File: src/rtl/fifo_uart_tx.sv
// Pops a byte from a synchronous FIFO and sends it as a UART 8N1 frame; tx/tx_busy/tx_done_tick lag state by one cycle.
// Frame is (DBIT+2)*CLKS_PER_BIT cycles from pop; the FIFO waits (no pop) while a frame is in flight or enable is low.
module fifo_uart_tx #(
    parameter int DBIT         = 8,
    parameter int CLKS_PER_BIT = 16
) (
    input  logic            clk,
    input  logic            reset,
    input  logic            enable,
    input  logic            fifo_empty,
    input  logic [DBIT-1:0] fifo_data,
    output logic            fifo_rd,
    output logic            tx,
    output logic            tx_busy,
    output logic            tx_done_tick
);

    localparam int CW = (CLKS_PER_BIT > 1) ? $clog2(CLKS_PER_BIT) : 1;
    localparam int BW = (DBIT > 1) ? $clog2(DBIT) : 1;
    localparam logic [CW-1:0] CLK_LAST = CW'(CLKS_PER_BIT - 1);
    localparam logic [BW-1:0] BIT_LAST = BW'(DBIT - 1);

    typedef enum logic [1:0] {IDLE, START, DATA, STOP} state_t;

    state_t          state_q;
    logic [CW-1:0]   clk_cnt_q;
    logic [BW-1:0]   bit_cnt_q;
    logic [DBIT-1:0] shift_q;
    logic            tx_q;
    logic            busy_q;
    logic            done_q;

    logic            bit_end;
    logic            tx_d;
    logic            busy_d;
    logic            done_d;

    assign bit_end = (clk_cnt_q == CLK_LAST);

    // Reset must veto the pop so the FIFO head survives a reset cycle.
    assign fifo_rd = (state_q == IDLE) && enable && !fifo_empty && !reset;

    assign tx_d   = (state_q == START) ? 1'b0 :
                    (state_q == DATA)  ? shift_q[0] : 1'b1;
    assign busy_d = (state_q != IDLE);
    assign done_d = (state_q == STOP) && bit_end;

    always_ff @(posedge clk) begin
        if (reset) begin
            state_q   <= IDLE;
            clk_cnt_q <= '0;
            bit_cnt_q <= '0;
            shift_q   <= '0;
            tx_q      <= 1'b1;
            busy_q    <= 1'b0;
            done_q    <= 1'b0;
        end else begin
            tx_q   <= tx_d;
            busy_q <= busy_d;
            done_q <= done_d;
            case (state_q)
                IDLE: begin
                    if (fifo_rd) begin
                        shift_q   <= fifo_data;
                        clk_cnt_q <= '0;
                        bit_cnt_q <= '0;
                        state_q   <= START;
                    end
                end
                START: begin
                    if (bit_end) begin
                        clk_cnt_q <= '0;
                        state_q   <= DATA;
                    end else begin
                        clk_cnt_q <= clk_cnt_q + CW'(1);
                    end
                end
                DATA: begin
                    if (bit_end) begin
                        clk_cnt_q <= '0;
                        shift_q   <= shift_q >> 1;
                        if (bit_cnt_q == BIT_LAST) begin
                            bit_cnt_q <= '0;
                            state_q   <= STOP;
                        end else begin
                            bit_cnt_q <= bit_cnt_q + BW'(1);
                        end
                    end else begin
                        clk_cnt_q <= clk_cnt_q + CW'(1);
                    end
                end
                STOP: begin
                    if (bit_end) begin
                        clk_cnt_q <= '0;
                        state_q   <= IDLE;
                    end else begin
                        clk_cnt_q <= clk_cnt_q + CW'(1);
                    end
                end
                default: state_q <= IDLE;
            endcase
        end
    end

    assign tx           = tx_q;
    assign tx_busy      = busy_q;
    assign tx_done_tick = done_q;

endmodule

File: config.mk
export PLATFORM = sky130hd
export DESIGN_NAME = fifo_uart_tx
export DESIGN_NICKNAME = d
export VERILOG_FILES = /design/src/rtl/fifo_uart_tx.sv
export SDC_FILE = /design/constraint.sdc
export NUM_CORES = 1
export LEC_CHECK = 0
export CAP_MARGIN = 25
export CORE_ASPECT_RATIO = 1.1
export CORE_MARGIN = 2
export CORE_UTILIZATION = 50
export DETAILED_ROUTE_END_ITERATION = 10
export GPL_ROUTABILITY_DRIVEN = 0
export PLACE_DENSITY_LB_ADDON = 0.12
export SYNTH_ARGS = -nofsm -noshare
export SYNTH_HDL_FRONTEND = slang
export SYNTH_SLANG_ARGS = --single-unit
File: constraint.sdc
create_clock -name clk -period 2.14 [get_ports clk]
set_input_delay 0.428 -clock clk [delete_from_list [all_inputs] [get_ports clk]]
set_output_delay 0.428 -clock clk [all_outputs]
set_load 0.005 [all_outputs]
==> impl_metrics.yaml <==
place:
  portBuffers: 15
  placed_area_mm2: 0.00120
  hpwl_um: 1390
clock_network:
  cts.reportedPaths.clkPinSlew_ps: 110
  htree_num_levels: 1
  hold_buffers: 0
  cts_inserted_buffers: 3
  cts_root_buf: "clkbuf_4"
  clk_latency_ps: 290
  cts_tree: "yes"
  clk_path_buf_depth: 2
  cts.sink_count: 20
synthesis:
  synthArstFlopShare: 0
  synth_top_area_share: 0.399
  netlist_instances: 104
  yosysMostFrequentCell: "dfxtp_1"
  ys_types: 35
  synth_edf_count: 0
  yosys_most_used_dff: "dfxtp_1"
  syn_area_per_cell_um2: 9.65
  synth_nets: 124
  syn-cell-area_mm2: 0.00100
  yosys.area.top_type: "dfxtp_1"
  ys_warn_count: 0
  synth_common_cells: "20 x dfxtp_1, 14 x nor2_1, 8 x ha_1, 8 x mux2i_1, 7 x a211oi_1"
  synthTopCellsByArea: "dfxtp_1 40%, ha_1 10%, mux2i_1 8.0%"
  synth-seq-cells: 20
  seq_area_frac_synth: 0.399
timing:
  final_hold_viol_count: 0
  fin_crit_sh: 0.976
  max_slew_margin: 0.712
  finClkSkew_ps: 3.85
  rsz0062_at_grt: "no"
  post-route-min-period_ps: 2090
  setup_violations: 0
  slew_violations: 0
  worstMarginPinSlew_ps: 432
  fmax_mhz: 479
die:
  core_mm2: 0.00196
  die_h_um: 51.0
  rows: 17
  start_util: 0.513
  design.die.area_mm2: 0.00238
  chipWidth_um: 46.7
  io_pins: 16
power_and_ir_drop:
  power.density_mw_per_mm2: 737
  p_leak_nw: 0.493
  ir_drop_v: 0.000429
  seqPwrFrac: 0.468
  p_switching_w: 0.000269
  pwr-share-comb: 0.299
  p_int_w: 0.000665
  power_frac_clock: 0.233
  p_sw_frac: 0.288
grt:
  grt_first_pass_wirelength_um: 3280
  grt_max_degree: 18
  track_usage: 0.189
  grt_pass1_vias: 804
  antenna_found_initial: 0
  gr-total-overflow: 0
run:
  maxCapViolCount: 0
final_layout:
  fin_util: 0.648
  layout-drive-gt1-share: 0.159
  fin_area_mm2: 0.00127
  fin_nets: 147
  diodes: 0
  area_delta_synth_final_pct: 26.3
worst_setup_path:
  crit_fanout: 2
  end_kind: "output pin"
  criticalPathCategory: "primary input to output pin"
  required_ps: 1710
  startpoint_type: "primary input"
  crit_arrival_ps: 1660
detailed_routing:
  drt_first_pass_iters: 4
  ant_nets: 0
  viasPerCell: 5.28
  post-route-drc-count: 0
  detail_route.wl_per_cell_um: 12.4
  drt_iter0_drc: 14
  wl_um: 1900
  num_vias: 813
status:
  status: "finished clean"
worst_hold_path:
  hold_class: "flop to flop"
[sequential cells by signal, summed over array words and instances, names as in the netlist]
name,flops
shift_q,8
clk_cnt_q,4
bit_cnt_q,3
state_q,2
tx,1
tx_busy,1
tx_done_tick,1
[critical path, stage by stage]
cell             delay, ps
clkdlybuf4s50_1        490
and4bb_4               250
clkdlybuf4s50_1        490
[cells by family (layout without fill, tap and decap cells)]
kind of cell	Yosys count	after routing	synth area share
AO/OA/AOI/OAI	26	26	0.201
multiplexers	8	8	0.0798
flip-flops	20	20	0.399
AND/OR/NAND/NOR	33	33	0.175
adder cells (fa/ha/maj)	8	8	0.0998
buffers and inverters	9	31	0.0461
[stage by stage]
step                      std cells  worst slack, ps  total power [W]  TNS (ps)  hold slack [ps]
final                           154             50.6         0.000934         0              472
after global routing            154             21.7         0.000989         0              498
after CTS                       152             14.9         0.000919         0              472
after detailed placement        148            -16.1         0.000684     -16.1              455
after global placement          148            -19.2         0.000678     -19.2              449
after floorplan                 104              392         0.000601         0              436
[metal layers]
metal | share of wire | track usage | vias to the layer above
met5 | 0 | 0 | -
met4 | 0.0063 | 0.0694 | 0
met3 | 0.027 | 0.0353 | 2
met2 | 0.53 | 0.329 | 14
met1 | 0.44 | 0.224 | 375
li1 | - | - | 422
[cells in the final DEF (no fill, tap or decap), drive strengths merged, types with 5 or more instances in the layout]
master,synthesis,layout
dfxtp,20,20
buf,3,8
a211oi,7,7
a21oi,5,5
clkdlybuf4s50,0,14
nor2,14,14
ha,8,8
nand2,5,5
mux2i,8,8
[layout make-up]
cell class	count	area (um^2)
Sequential cell	20	403
Tap cell	28	35.0
Multi-Input combinational cell	75	569
Inverter	4	15.0
Clock buffer	4	36.3
Fill cell	177	689
Timing Repair Buffer	23	209
[power groups by stage]
stage	combinational [W]	clock, W	sequential (W)
final	0.000279	0.000217	0.000437
after global routing	0.000308	0.000239	0.000441
after floorplan	0.000164	0	0.000437
after global placement	0.000238	0	0.000440
after CTS	0.000258	0.000225	0.000436
after detailed placement	0.000241	0	0.000443
[repair_timing]
item / 4_1_cts / 5_1_grt
hold endpoints to repair: 0 / 0
resized for setup: 6 / 1
setup buffers: 0 / 2
pin swaps: 0 / 1
setup endpoints to repair: 1 / 1
[worst paths after layout]
path | slack (ps) | depth (start not counted) | end | start
worst max-delay path | 50 | 3 | fifo_rd | enable
worst min-delay path | 470 | 2 | bit_cnt_q[1] | bit_cnt_q[1]
worst max register to register | 270 | 6 | state_q[1] | state_q[0]
worst min register to register | 470 | 2 | bit_cnt_q[1] | bit_cnt_q[1]
No activity file was read; power rests on OpenSTA's default activity.
